<file path="config.mk">
export PLATFORM = sky130hd
export DESIGN_NAME = markov16_decoder_flat
export DESIGN_NICKNAME = d
export VERILOG_FILES = /design/src/rtl/markov16_decoder_if.sv /design/src/rtl/markov16_decoder.sv /design/src/flat_wrapper.sv
export SDC_FILE = /design/constraint.sdc
export NUM_CORES = 1
export LEC_CHECK = 0
export ABC_AREA = 1
export CORE_ASPECT_RATIO = 0.75
export CORE_MARGIN = 2
export CORE_UTILIZATION = 41
export DETAILED_ROUTE_END_ITERATION = 8
export DONT_BUFFER_PORTS = 1
export PLACE_DENSITY = 0.64
export SLEW_MARGIN = 25
export SYNTH_ARGS = -nofsm -noshare
export SYNTH_HDL_FRONTEND = slang
export SYNTH_SLANG_ARGS = --single-unit
</file>
<file path="constraint.sdc">
create_clock -name clk -period 1.7 [get_ports clk]
set_clock_uncertainty 0.15 [all_clocks]
set_input_delay 0.34 -clock clk [delete_from_list [all_inputs] [get_ports clk]]
set_output_delay 0.34 -clock clk [all_outputs]
set_load 0.01 [all_outputs]
</file>
<file path="src/rtl/markov16_decoder_if.sv">
// Residual-in / decoded-bit-out stream bundle for markov16_decoder.
// master = stream neighbours (upstream source and downstream sink), slave = decoder.
interface markov16_decoder_if #(
  parameter int HIST_W = 4
) ();
  logic              in_valid;
  logic              in_ready;
  logic              res_in;
  logic              out_valid;
  logic              out_ready;
  logic              bit_out;
  logic [HIST_W-1:0] lane;

  modport master (
    output in_valid, res_in, out_ready,
    input  in_ready, out_valid, bit_out, lane
  );

  modport slave (
    input  in_valid, res_in, out_ready,
    output in_ready, out_valid, bit_out, lane
  );
endinterface

</file>
<file path="src/rtl/markov16_decoder.sv">
// Context-model bit decoder: rebuilds original bits from residuals using per-history saturating counters.
// Define MARKOV_DEC_STATS_EN to add the mispredict_cnt / bit_cnt statistics outputs.
module markov16_decoder #(
  parameter int HIST_W   = 4,
  parameter int CTR_W    = 2,
  parameter int CTR_INIT = 1
) (
  input  logic              clk,
  input  logic              reset,
  input  logic              clear,
  markov16_decoder_if.slave s
`ifdef MARKOV_DEC_STATS_EN
  ,
  output logic [15:0]       mispredict_cnt,
  output logic [15:0]       bit_cnt
`endif
);

  localparam int NCTX = 1 << HIST_W;
  localparam logic [CTR_W-1:0] CTR_RST = CTR_W'(CTR_INIT);
  localparam logic [CTR_W-1:0] CTR_MAX = '1;

  logic [HIST_W-1:0] hist;
  logic [CTR_W-1:0]  ctr [NCTX];
  logic [CTR_W-1:0]  ctr_cur;
  logic [CTR_W-1:0]  ctr_nxt;
  logic              accept;
  logic              pred;
  logic              d;

  assign s.in_ready = (!s.out_valid || s.out_ready) && !clear;
  assign accept     = s.in_valid && s.in_ready;

  // Prediction always comes from the pre-update history; one bit per cycle means no bypass is needed.
  assign ctr_cur = ctr[hist];
  assign pred    = ctr_cur[CTR_W-1];
  assign d       = s.res_in ^ pred;

  always_comb begin
    ctr_nxt = ctr_cur;
    if (d) begin
      if (ctr_cur != CTR_MAX) ctr_nxt = ctr_cur + 1'b1;
    end else begin
      if (ctr_cur != '0) ctr_nxt = ctr_cur - 1'b1;
    end
  end

  always_ff @(posedge clk or posedge reset) begin
    if (reset) begin
      hist        <= '0;
      for (int i = 0; i < NCTX; i++) ctr[i] <= CTR_RST;
      s.out_valid <= 1'b0;
      s.bit_out   <= 1'b0;
      s.lane      <= '0;
    end else if (clear) begin
      hist        <= '0;
      for (int i = 0; i < NCTX; i++) ctr[i] <= CTR_RST;
      s.out_valid <= 1'b0;
      s.bit_out   <= 1'b0;
      s.lane      <= '0;
    end else begin
      if (accept) begin
        ctr[hist]   <= ctr_nxt;
        hist        <= {hist[HIST_W-2:0], d};
        s.out_valid <= 1'b1;
        s.bit_out   <= d;
        s.lane      <= hist;
      end else if (s.out_ready) begin
        s.out_valid <= 1'b0;
      end
    end
  end

`ifdef MARKOV_DEC_STATS_EN
  always_ff @(posedge clk or posedge reset) begin
    if (reset) begin
      mispredict_cnt <= '0;
      bit_cnt        <= '0;
    end else if (clear) begin
      mispredict_cnt <= '0;
      bit_cnt        <= '0;
    end else if (accept) begin
      bit_cnt <= bit_cnt + 16'd1;
      if (s.res_in && (mispredict_cnt != 16'hFFFF)) mispredict_cnt <= mispredict_cnt + 16'd1;
    end
  end
`endif

endmodule

</file>
<file path="src/flat_wrapper.sv">
// flat-port wrapper written by rule: the top's interface ports become plain ports
module markov16_decoder_flat 
#(
  parameter int HIST_W   = 4,
  parameter int CTR_W    = 2,
  parameter int CTR_INIT = 1
)
  (clk, reset, clear, s_in_valid, s_res_in, s_out_ready, s_in_ready, s_out_valid, s_bit_out, s_lane);
  markov16_decoder_if #(.HIST_W(HIST_W)) s_i ();
  input  logic clk;
  input  logic reset;
  input  logic clear;
  input wire logic [$bits(s_i.in_valid)-1:0] s_in_valid;
  input wire logic [$bits(s_i.res_in)-1:0] s_res_in;
  input wire logic [$bits(s_i.out_ready)-1:0] s_out_ready;
  output wire logic [$bits(s_i.in_ready)-1:0] s_in_ready;
  output wire logic [$bits(s_i.out_valid)-1:0] s_out_valid;
  output wire logic [$bits(s_i.bit_out)-1:0] s_bit_out;
  output wire logic [$bits(s_i.lane)-1:0] s_lane;
  assign s_i.in_valid = s_in_valid;
  assign s_i.res_in = s_res_in;
  assign s_i.out_ready = s_out_ready;
  assign s_in_ready = s_i.in_ready;
  assign s_out_valid = s_i.out_valid;
  assign s_bit_out = s_i.bit_out;
  assign s_lane = s_i.lane;
  markov16_decoder #(.HIST_W(HIST_W), .CTR_W(CTR_W), .CTR_INIT(CTR_INIT)) u_core (.clk(clk), .reset(reset), .clear(clear), .s(s_i));
endmodule
</file>
==> qor.tcl, run 1 <==
set qor(clkSlewWorstSetupHoldPaths_ps) 80
set qor(final_common_cell) {nand2_1}
set qor(final_setup_fails) 20
set qor(required_time_of_the_critical_path_ps) 1720
set qor(min_path_type) {input pin to flip-flop}
set qor(tritoncts) {done}
set qor(worstSkewPairLatency_ps) 290
set qor(number_of_max_slew_violations_in_the_final_report) 0
set qor(fmax_mhz) 580
set qor(die_y_um) 68.0
set qor(clock_sink_count) 38
set qor(master_cell_of_the_clock_root_buffer) {clkbuf_8}
set qor(max_slew_margin_pct) 68.4
set qor(stdcell_count) 419
set qor(irDropWorstVdd_uv) 411
set qor(synth_nets) 329
set qor(drt_pre_antenna_iters) 4
set qor(fin_nets) 349
set qor(yosys_register_bits) 38
set qor(synth_sequential_area_ratio_pct) 43.4
set qor(fraction_of_power_consumed_by_sequential_logic_pct) 44.1
set qor(status) {finished with violations}
set qor(area.growth.synth_to_final_pct) 20.4
set qor(antenna_cells) 0
set qor(gate_count_of_the_mapped_netlist) 323
set qor(unrepaired_setup_endpoints_after_global_routing) {yes}
set qor(post_synthesis_cell_area_mm2) 0.00224
set qor(worstMarginPinSlew_ps) 474
set qor(grt.met2_usage_pct) 30.9
set qor(hpwl_um) 3840
set qor(top_level_ports) 13
set qor(number_of_enable_flip_flop_cells_after_synthesis) 0
set qor(drt_iter0_drc) 114
set qor(asyncSetResetFlopFracSynth_pct) 100
set qor(worst-setup-path-type) {flip-flop to flip-flop}
set qor(worst-path-max-fanout) 21
set qor(ctsHtreeMaxLevel) 2
set qor(synthDistinctLibCells) 23
set qor(grt_start_max_net_pins) 39
set qor(max-clock-path-buffers) 2
set qor(switching_power_total_uw) 574
set qor(failed_checks) {setup timing}
set qor(dpl.cell_count) 408
set qor(grt_use_total_pct) 20.5
set qor(layout_setup_ws_ps) -24.3
set qor(worstSetupStartpointType) {flip-flop}
set qor(drive_gt1_share_pct) 24.4
set qor(start_util_pct) 42.3
set qor(combinationalPowerShare_pct) 18.5
set qor(detail_route.wl_per_cell_um) 13.4
set qor(proportion_of_power_drawn_by_the_clock_network_pct) 37.4
set qor(totalPowerFinal_uw) 2120
set qor(worst_ep_arrival_ps) 1740
set qor(sw_frac_of_total_pct) 27.1
set qor(groute.layer.met3.usage_pct) 3.74
set qor(finalCriticalPeriod_ps) 1720
set qor(max_cap_violations) 0
set qor(internal-power_uw) 1550
set qor(grt_pass1_wl_um) 9440
set qor(fp.dieArea_mm2) 0.00608
set qor(ys.warnings.count) 0
set qor(busiest_layer) {met1}
set qor(fillCellCount) 538
set qor(hold_viol) 0
set qor(leakage_component_of_the_power_uw) 0.00137
set qor(cts_buffers) 5
set qor(num_vias) 2054
set qor(global_route_met1_utilization_pct) 31.0
set qor(die-width_um) 89.3
set qor(drt.antenna.violating_nets) 0
set qor(synthFlopType) {dfrtp_1}
set qor(cts.repair_timing.setup_buffer_count) 0
set qor(final_cell_mix) {124 x nand2_1, 37 x nor2_1, 32 x inv_1}
set qor(core_mm2) 0.00530
set qor(globalplace.congestion) 0.924
set qor(worst_setup_slack_post_dpl_ps) -208
set qor(cellPowerDensity_mw_per_mm2) 787
set qor(grt.overflow.total) 0
set qor(antenna_violations_before_repair) 0
set qor(grt_pass1_vias) 1928
set qor(number_of_placement_rows) 23
set qor(critical_path.endpoint_type) {flip-flop}
set qor(route.detailed.drc) 0
set qor(wl_um) 5600
set qor(timing.final.crit_share_pct) 101
set qor(postSynthAreaPerCell_um2) 6.93
set qor(viasPerCell) 4.90
set qor(port_bufs) 0
[power groups by stage]
stage               sequential [uW]  clock (uW)  combinational (uW)
global route                    937         842                 434
global placement                949           0                 344
finish                          936         793                 392
CTS                             935         812                 384
floorplan                       950           0                 245
detailed placement              950           0                 348
[worst paths after layout]
kind                           startpoint        endpoint  slack [ps]  cells past startpoint
min reg2reg                u_core.ctr[23]  u_core.ctr[23]         340                      2
max                        u_core.hist[0]  u_core.ctr[15]         -20                     11
min                                 clear  u_core.ctr[24]          20                      2
max reg2reg                u_core.hist[0]  u_core.ctr[15]         -20                     11
min in group asynchronous           reset  u_core.ctr[11]         450                      3
max in group asynchronous           reset   u_core.ctr[6]         580                      3
[state kept, by name, indices dropped and copies added, names as in the netlist]
register,cells
u_core.ctr,32
u_core.hist,3
u_core.s.lane,2
u_core.s.out_valid,1
[cell families (layout without fill, tap and decap cells)]
kind of cell | Yosys count | in the layout | synth area share, %
compound gates | 40 | 40 | 10.8
buf+inv | 48 | 68 | 10.2
simple gates | 197 | 198 | 35.6
flops | 38 | 38 | 43.4
[cell type report]
cell class	count	area [um^2]	area share [%]
multi-input cells	238	1120	41.6
flip-flops and latches	38	972	36.1
repair buffers	25	259	9.61
inverters	35	134	4.97
well taps	75	93.8	3.48
clock buffers	7	86.3	3.20
clock inverters	1	30.0	1.11
[per-layer routing]
metal	vias up	wire length (um)	share of wire [%]
li1	1044	-	-
met1	944	2860	51
met2	64	2360	42
met3	2	361	6.4
met4	0	17	0.30
met5	-	0	0
[critical path, stage by stage (launching register included)]
cell	delay (ps)
dfrtp_2	450
buf_12	160
nand2_1	70
nand2_1	50
nand2_1	50
nand2_1	50
nand2_1	70
nand2_2	80
nor2_4	120
nand2_4	90
nand2_4	150
o21ai_0	110
[timing repair]
item	in CTS	in global routing
setup endpoints to repair	33	33
hold buffers	2	0
gates resized for setup	17	11
pin swaps	2	0
gates cloned	1	0
hold endpoints to repair	23	0
[through the flow]
stage	cell area (um^2)	util [%]	hold WS [ps]	setup TNS (ps)
global route	2700	50.9	5.17	-3680
CTS	2670	50.4	4.54	-417
finish	2700	50.9	15.9	-151
detailed placement	2460	46.5	228	-3870
global placement	2460	46.5	225	-2500
floorplan	2240	-	303	0
[synthesized netlist by cell type, types with 3 or more instances]
cell type  instances  area (um^2)
nor2_1            39          146
buf_2              3         15.0
dfrtp_1           22          551
buf_6              3         33.8
a21oi_1           16         80.1
inv_1             33          124
o22ai_1            3         18.8
dfstp_2           16          420
nand3_1           21          105
nand2_1          130          488
o21ai_0           10         50.1
o21ai_2           10         87.6
buf_4              3         22.5
(Power assumes the default switching activity.)
==> inputs of run 2 (changes only) <==
--- a/config.mk
+++ b/config.mk
@@ -7,7 +7,7 @@
 export LEC_CHECK = 0
 export ABC_AREA = 1
 export CORE_ASPECT_RATIO = 0.75
-export CORE_MARGIN = 2
+export CORE_MARGIN = 1.5
 export CORE_UTILIZATION = 41
 export DETAILED_ROUTE_END_ITERATION = 8
 export DONT_BUFFER_PORTS = 1
==> qor.tcl, run 2 (synthesis results as in run 1) <==
set qor(rr_worst_depth) 12
set qor(sw_frac_of_total_pct) 30.2
set qor(globalplace.congestion) 0.858
set qor(clkSlewWorstSetupHoldPaths_ps) 70
set qor(worstMarginPinSlew_ps) 494
set qor(die-width_um) 88.3
set qor(worst-path-max-fanout) 18
set qor(number_of_max_slew_violations_in_the_final_report) 0
set qor(worst_hold_path.endpoint) {u_core.ctr[20]}
set qor(route.detailed.drc) 0
set qor(cts_buffers) 5
set qor(area.growth.synth_to_final_pct) 20.6
set qor(die_y_um) 67.0
set qor(switching_power_total_uw) 592
set qor(fin_nets) 352
set qor(drt_iter0_drc) 129
set qor(hold_viol) 0
set qor(final_common_cell) {nand2_1}
set qor(hpwl_um) 3820
set qor(path_delay_family) {simple AND/OR/NAND/NOR gates}
set qor(viasPerCell) 4.92
set qor(cp_slowest_stage_delay_ps) 460
set qor(num_vias) 2076
set qor(totalPowerFinal_uw) 1960
set qor(unrepaired_setup_endpoints_after_global_routing) {yes}
set qor(worst_ep_arrival_ps) 1850
set qor(register_with_the_highest_flop_count) {u_core.ctr}
set qor(fraction_of_power_consumed_by_sequential_logic_pct) 47.9
set qor(status) {finished with violations}
set qor(max-clock-path-buffers) 2
set qor(failed_checks) {setup timing}
set qor(worst_setup_slack_post_dpl_ps) -238
set qor(finalCriticalPeriod_ps) 1770
set qor(required_time_of_the_critical_path_ps) 1780
set qor(max_slew_margin_pct) 67.0
set qor(clock_sink_count) 38
set qor(final_cell_mix) {126 x nand2_1, 38 x nor2_1, 33 x inv_1}
set qor(fillCellCount) 538
set qor(drive_gt1_share_pct) 24.2
set qor(min_path_type) {input pin to flip-flop}
set qor(antenna_cells) 0
set qor(ctsHtreeMaxLevel) 2
set qor(timing.critical_path.slowest_stage_cell) {dfrtp_2}
set qor(worst-r2r-setup-slack_ps) -70
set qor(core_mm2) 0.00530
set qor(fmax_mhz) 566
set qor(grt_use_total_pct) 21.5
set qor(timing.final.crit_share_pct) 104
set qor(internal-power_uw) 1360
set qor(top_level_ports) 13
set qor(grt_pass1_vias) 1941
set qor(critical_path.endpoint_type) {flip-flop}
set qor(combinationalPowerShare_pct) 20.7
set qor(largest_register_ffs) 32
set qor(cpMostUsedCell) {nand2_1}
set qor(grt_pass1_wl_um) 9480
set qor(number_of_placement_rows) 23
set qor(rr_endpoint) {u_core.ctr[30]}
set qor(drt.antenna.violating_nets) 0
set qor(worst_r2r_startpoint) {u_core.hist[0]}
set qor(fp.dieArea_mm2) 0.00592
set qor(worstSkewPairLatency_ps) 300
set qor(tritoncts) {done}
set qor(leakage_component_of_the_power_uw) 0.00136
set qor(max_cap_violations) 0
set qor(crit_start) {u_core.hist[0]}
set qor(irDropWorstVdd_uv) 377
set qor(min_from) {clear}
set qor(final_setup_fails) 32
set qor(detail_route.wl_per_cell_um) 13.9
set qor(proportion_of_power_drawn_by_the_clock_network_pct) 31.4
set qor(worstSetupStartpointType) {flip-flop}
set qor(master_cell_of_the_clock_root_buffer) {clkbuf_8}
set qor(grt.overflow.total) 0
set qor(fin_worst_hold_slack_ps) 3.04
set qor(start_util_pct) 42.3
set qor(grt_start_max_net_pins) 39
set qor(antenna_violations_before_repair) 0
set qor(crit_path_cell_trace) {buf_12 -> nand2_1 -> nand2_1 -> nand2_1 -> nand2_1 -> nand2_1 -> nand2_2 -> nor2_4 -> nand2_4 -> buf_12 -> nand3_1 -> nand2_1}
set qor(layout_setup_ws_ps) -66.9
set qor(worst-path-buf-inv) 2
set qor(leading_registers_by_flop_count) {u_core.ctr x32, u_core.hist x3, u_core.s.lane x2}
set qor(dpl.cell_count) 410
set qor(drt_pre_antenna_iters) 4
set qor(wl_um) 5870
set qor(worst-setup-path-type) {flip-flop to flip-flop}
set qor(cellPowerDensity_mw_per_mm2) 724
set qor(port_bufs) 0
set qor(stdcell_count) 422
set qor(whs_path_depth) 2
-- run 2: changes by cell type in the layout (fill, tap and decap cells not counted), sizes merged --
cell / delta
buf: +3
bufinv: -1
clkbuf: +1
-- run 2: layout make-up --
| type | count | area, um^2 | area share (%) |
|---|---|---|---|
| clock buffer | 8 | 80.1 | 2.96 |
| inverter | 35 | 136 | 5.05 |
| multi-input combinational | 238 | 1130 | 41.8 |
| sequential | 38 | 972 | 36.0 |
| tap | 75 | 93.8 | 3.47 |
| timing repair buffer | 28 | 290 | 10.7 |
-- run 2: metal layers --
layer | vias to the layer above | share of wire (%) | GRT usage [%]
li1 | 1043 | - | -
met1 | 983 | 51 | 32.5
met2 | 43 | 43 | 30.2
met3 | 7 | 5.1 | 4.09
met4 | 0 | 1.0 | 7.23
met5 | - | 0 | 0
-- run 2: power groups by stage --
stage	clock (uW)	sequential, uW	combinational [uW]
global placement	0	949	348
CTS	626	936	381
global route	653	937	446
detailed placement	0	950	351
finish	615	937	405
floorplan	0	950	245
-- run 2: how the worst max path moves through the flow --
| stage | endpoint | slack, ps | depth (start not counted) |
|---|---|---|---|
| finish | u_core.ctr[30] | -70 | 12 |
| global route | u_core.ctr[24] | -210 | 12 |
| floorplan | u_core.ctr[23] | 20 | 13 |
| CTS | u_core.ctr[15] | -70 | 11 |
| global placement | u_core.ctr[7] | -180 | 11 |
| detailed placement | u_core.ctr[15] | -240 | 11 |
-- run 2: through the flow --
step	instance area, um^2	setup TNS, ps	util, %
2_1_floorplan	2240	0	-
3_3_place_gp	2490	-3600	47.0
3_5_place_dp	2490	-5440	47.0
4_1_cts	2620	-1860	49.5
5_1_grt	2700	-5590	51.0
6_report	2700	-1550	51.0
-- run 2: repair_timing --
action                                 in CTS  in global routing
endpoints found under the hold margin      28                  0
setup endpoints to repair                  33                 33
pin swaps                                   2                  1
hold buffers                                2                  0
gates resized for setup                     7                 19
setup buffers                               1                  0
cloned                                      1                  0
-- run 2: worst register-to-register path: stages (launching register included) --
cell	delay, ps
dfrtp_2	460
buf_12	170
nand2_1	60
nand2_1	50
nand2_1	50
nand2_1	50
nand2_1	80
nand2_2	90
nor2_4	120
nand2_4	100
buf_12	180
nand3_1	90
nand2_1	50
==> inputs of run 3 (changes only) <==
--- a/config.mk
+++ b/config.mk
@@ -5,14 +5,14 @@
 export SDC_FILE = /design/constraint.sdc
 export NUM_CORES = 1
 export LEC_CHECK = 0
-export ABC_AREA = 1
+export ABC_AREA = 0
 export CORE_ASPECT_RATIO = 0.75
 export CORE_MARGIN = 1.5
 export CORE_UTILIZATION = 41
 export DETAILED_ROUTE_END_ITERATION = 8
 export DONT_BUFFER_PORTS = 1
 export PLACE_DENSITY = 0.64
-export SLEW_MARGIN = 25
+export SLEW_MARGIN = 20
 export SYNTH_ARGS = -nofsm -noshare
 export SYNTH_HDL_FRONTEND = slang
 export SYNTH_SLANG_ARGS = --single-unit
==> qor.tcl, run 3 <==
set qor(grt_start_max_net_pins) 40
set qor(clock_sink_count) 38
set qor(postSynthAreaPerCell_um2) 10.5
set qor(antenna_violations_before_repair) 0
set qor(synthDistinctLibCells) 31
set qor(synth.area.mux_share_pct) 22.5
set qor(totalPowerFinal_uw) 2110
set qor(required_time_of_the_critical_path_ps) 1720
set qor(detail_route.wl_per_cell_um) 17.1
set qor(hold_viol) 0
set qor(cellPowerDensity_mw_per_mm2) 773
set qor(core_mm2) 0.00493
set qor(fillCellCount) 409
set qor(leakage_component_of_the_power_uw) 0.00123
set qor(synth.most_common_cell) {mux2i_1}
set qor(grt_pass1_wl_um) 8420
set qor(final_cell_mix) {49 x buf_4, 34 x mux2i_1, 26 x nor2_1}
set qor(hpwl_um) 3490
set qor(synth_fa_ha_area_share_pct) 0
set qor(top_level_ports) 13
set qor(fp.dieArea_mm2) 0.00557
set qor(die_y_um) 65.0
set qor(yosys_register_bits) 38
set qor(max_cap_violations) 0
set qor(asyncSetResetFlopFracSynth_pct) 100
set qor(ctsHtreeMaxLevel) 2
set qor(master_cell_of_the_clock_root_buffer) {clkbuf_8}
set qor(register_with_the_highest_flop_count) {u_core.ctr}
set qor(worst_r2r_startpoint) {u_core.hist[0]}
set qor(worstMarginPinSlew_ps) 492
set qor(final_cell_area_excluding_filler_cells_mm2) 0.00273
set qor(whs_path_depth) 2
set qor(synth_compound_gate_area_share_pct) 6.25
set qor(max_slew_margin_pct) 67.2
set qor(synth_top_family_by_area) {multiplexers}
set qor(worst-path-max-fanout) 8
set qor(grt.overflow.total) 0
set qor(worst-setup-path-type) {flip-flop to flip-flop}
set qor(worst_hold_path.endpoint) {u_core.s.out_valid}
set qor(dpl.cell_count) 296
set qor(worst_ep_arrival_ps) 2110
set qor(status) {finished with violations}
set qor(port_bufs) 0
set qor(synth_sequential_area_ratio_pct) 46.2
set qor(timing.final.crit_share_pct) 123
set qor(cts_buffers) 5
set qor(rr_endpoint) {u_core.ctr[15]}
set qor(finalCriticalPeriod_ps) 2090
set qor(min_from) {s_in_valid}
set qor(number_of_enable_flip_flop_cells_after_synthesis) 0
set qor(tritoncts) {done}
set qor(crit_start) {u_core.hist[0]}
set qor(synth_top_area_share_pct) 26.2
set qor(final_setup_fails) 33
set qor(final_core_util_pct) 55.4
set qor(start_util_pct) 42.7
set qor(drt_iter0_drc) 115
set qor(stdcell_count) 308
set qor(post-synth-top-area-cell) {dfrtp_1}
set qor(critical_path.endpoint_type) {flip-flop}
set qor(irDropWorstVdd_uv) 446
set qor(worst-r2r-setup-slack_ps) -390
set qor(synth_commonest_cells) {35 x mux2i_1, 26 x nor2_1, 22 x dfrtp_1, 21 x nand2b_1, 16 x dfstp_2}
set qor(num_vias) 1659
set qor(area.growth.synth_to_final_pct) 29.9
set qor(max-clock-path-buffers) 2
set qor(viasPerCell) 5.39
set qor(leading_registers_by_flop_count) {u_core.ctr x32, u_core.hist x3, u_core.s.lane x2}
set qor(worstSkewPairLatency_ps) 290
set qor(synthFlopType) {dfrtp_1}
set qor(synth-simple-area-share_pct) 20.9
set qor(multi_input_area_mm2) 0.00117
set qor(drive_gt1_share_pct) 38.7
set qor(rr_worst_depth) 5
set qor(synth-xor-area-share_pct) 0
set qor(worstSetupStartpointType) {flip-flop}
set qor(ys.warnings.count) 0
set qor(drt.antenna.violating_nets) 0
set qor(final_common_cell) {buf_4}
set qor(gate_count_of_the_mapped_netlist) 200
set qor(layout_setup_ws_ps) -388
set qor(fmax_mhz) 479
set qor(largest_register_ffs) 32
set qor(number_of_placement_rows) 22
set qor(post_synthesis_cell_area_mm2) 0.00210
set qor(wl_um) 5270
set qor(grt_pass1_vias) 1598
set qor(placedInstanceArea_mm2) 0.00248
set qor(grt_use_total_pct) 20.0
set qor(die-width_um) 85.7
set qor(route.detailed.drc) 0
set qor(layout.area.seq_um2) 972
set qor(synth_nets) 206
set qor(yosys-top-cells-area) {dfrtp_1 26%, dfstp_2 20%, mux2i_1 17%, nand2b_1 6.2%, nor2_1 4.6%}
set qor(antenna_cells) 0
set qor(worst_setup_slack_post_dpl_ps) -466
set qor(unrepaired_setup_endpoints_after_global_routing) {yes}
set qor(drt_pre_antenna_iters) 6
set qor(clkSlewWorstSetupHoldPaths_ps) 70
set qor(number_of_max_slew_violations_in_the_final_report) 0
set qor(failed_checks) {setup timing}
set qor(min_path_type) {input pin to flip-flop}
set qor(fin_nets) 253
set qor(globalplace.congestion) 0.839
[run 3: cell count changes after synthesis, moves of 10 or more]
| cell | previous run | this run |
|---|---|---|
| nor2_1 | 39 | 26 |
| nand2b_1 | 0 | 21 |
| mux2i_1 | 0 | 35 |
| a21oi_1 | 16 | 0 |
| nand3_1 | 21 | 4 |
| nand2_1 | 130 | 15 |
| inv_1 | 33 | 2 |
| o21ai_2 | 10 | 0 |
[run 3: how the worst max path moves through the flow]
stage,end,slack (ps),cells past startpoint
final,u_core.ctr[15],-390,5
after global placement,u_core.ctr[13],-450,5
after floorplan,u_core.ctr[7],-370,7
after CTS,u_core.ctr[7],-400,5
after global routing,u_core.ctr[2],-450,6
after detailed placement,u_core.ctr[15],-470,5
[run 3: kinds of logic (layout without fill, tap and decap cells)]
family / after synthesis / count (layout)
multiplexers: 43 / 43
buffers and inverters: 15 / 62
AND/OR/NAND/NOR: 87 / 88
flip-flops: 38 / 38
AO/OA/AOI/OAI: 17 / 17
[run 3: layout make-up]
cell class	count	area share, %
multi-input cells	148	42.7
flip-flops and latches	38	35.6
repair buffers	52	14.6
clock buffers	8	4.03
well taps	60	2.75
inverters	2	0.275
[run 3: metrics by stage]
stage / hold slack [ps] / TNS (ps)
after CTS: 27.2 / -12130
after global placement: 227 / -12720
after floorplan: 320 / -10670
after detailed placement: 227 / -13150
final: 28.4 / -11860
after global routing: 41.5 / -13750
[run 3: routing by layer]
layer | vias to the layer above | GRT usage [%] | wire length [um]
met1 | 809 | 30.5 | 2640
met5 | - | 0 | 0
met3 | 5 | 5.99 | 378
li1 | 789 | - | -
met4 | 0 | 4.23 | 22
met2 | 56 | 27.5 | 2230
[run 3: critical path, stage by stage (launching register included)]
cell      delay (ps)
dfrtp_2          420
mux4_2           520
a22o_1           260
a211oi_4         240
nand3b_4         270
mux2i_1          110
[run 3: power by group]
group / leakage [uW] / total (uW) / internal (uW) / switching (uW)
sequential: 0.000471 / 951 / 933 / 18.2
clock: 0.0000575 / 727 / 410 / 317
combinational: 0.000706 / 432 / 203 / 229
[run 3: what timing repair did]
action                     in CTS  in global routing
setup buffers                   1                  0
hold endpoints to repair       24                  0
cloned                          1                  0
setup endpoints to repair      33                 33
pin swaps                       1                  0
gates resized for setup         8                  8
hold buffers                    2                  0
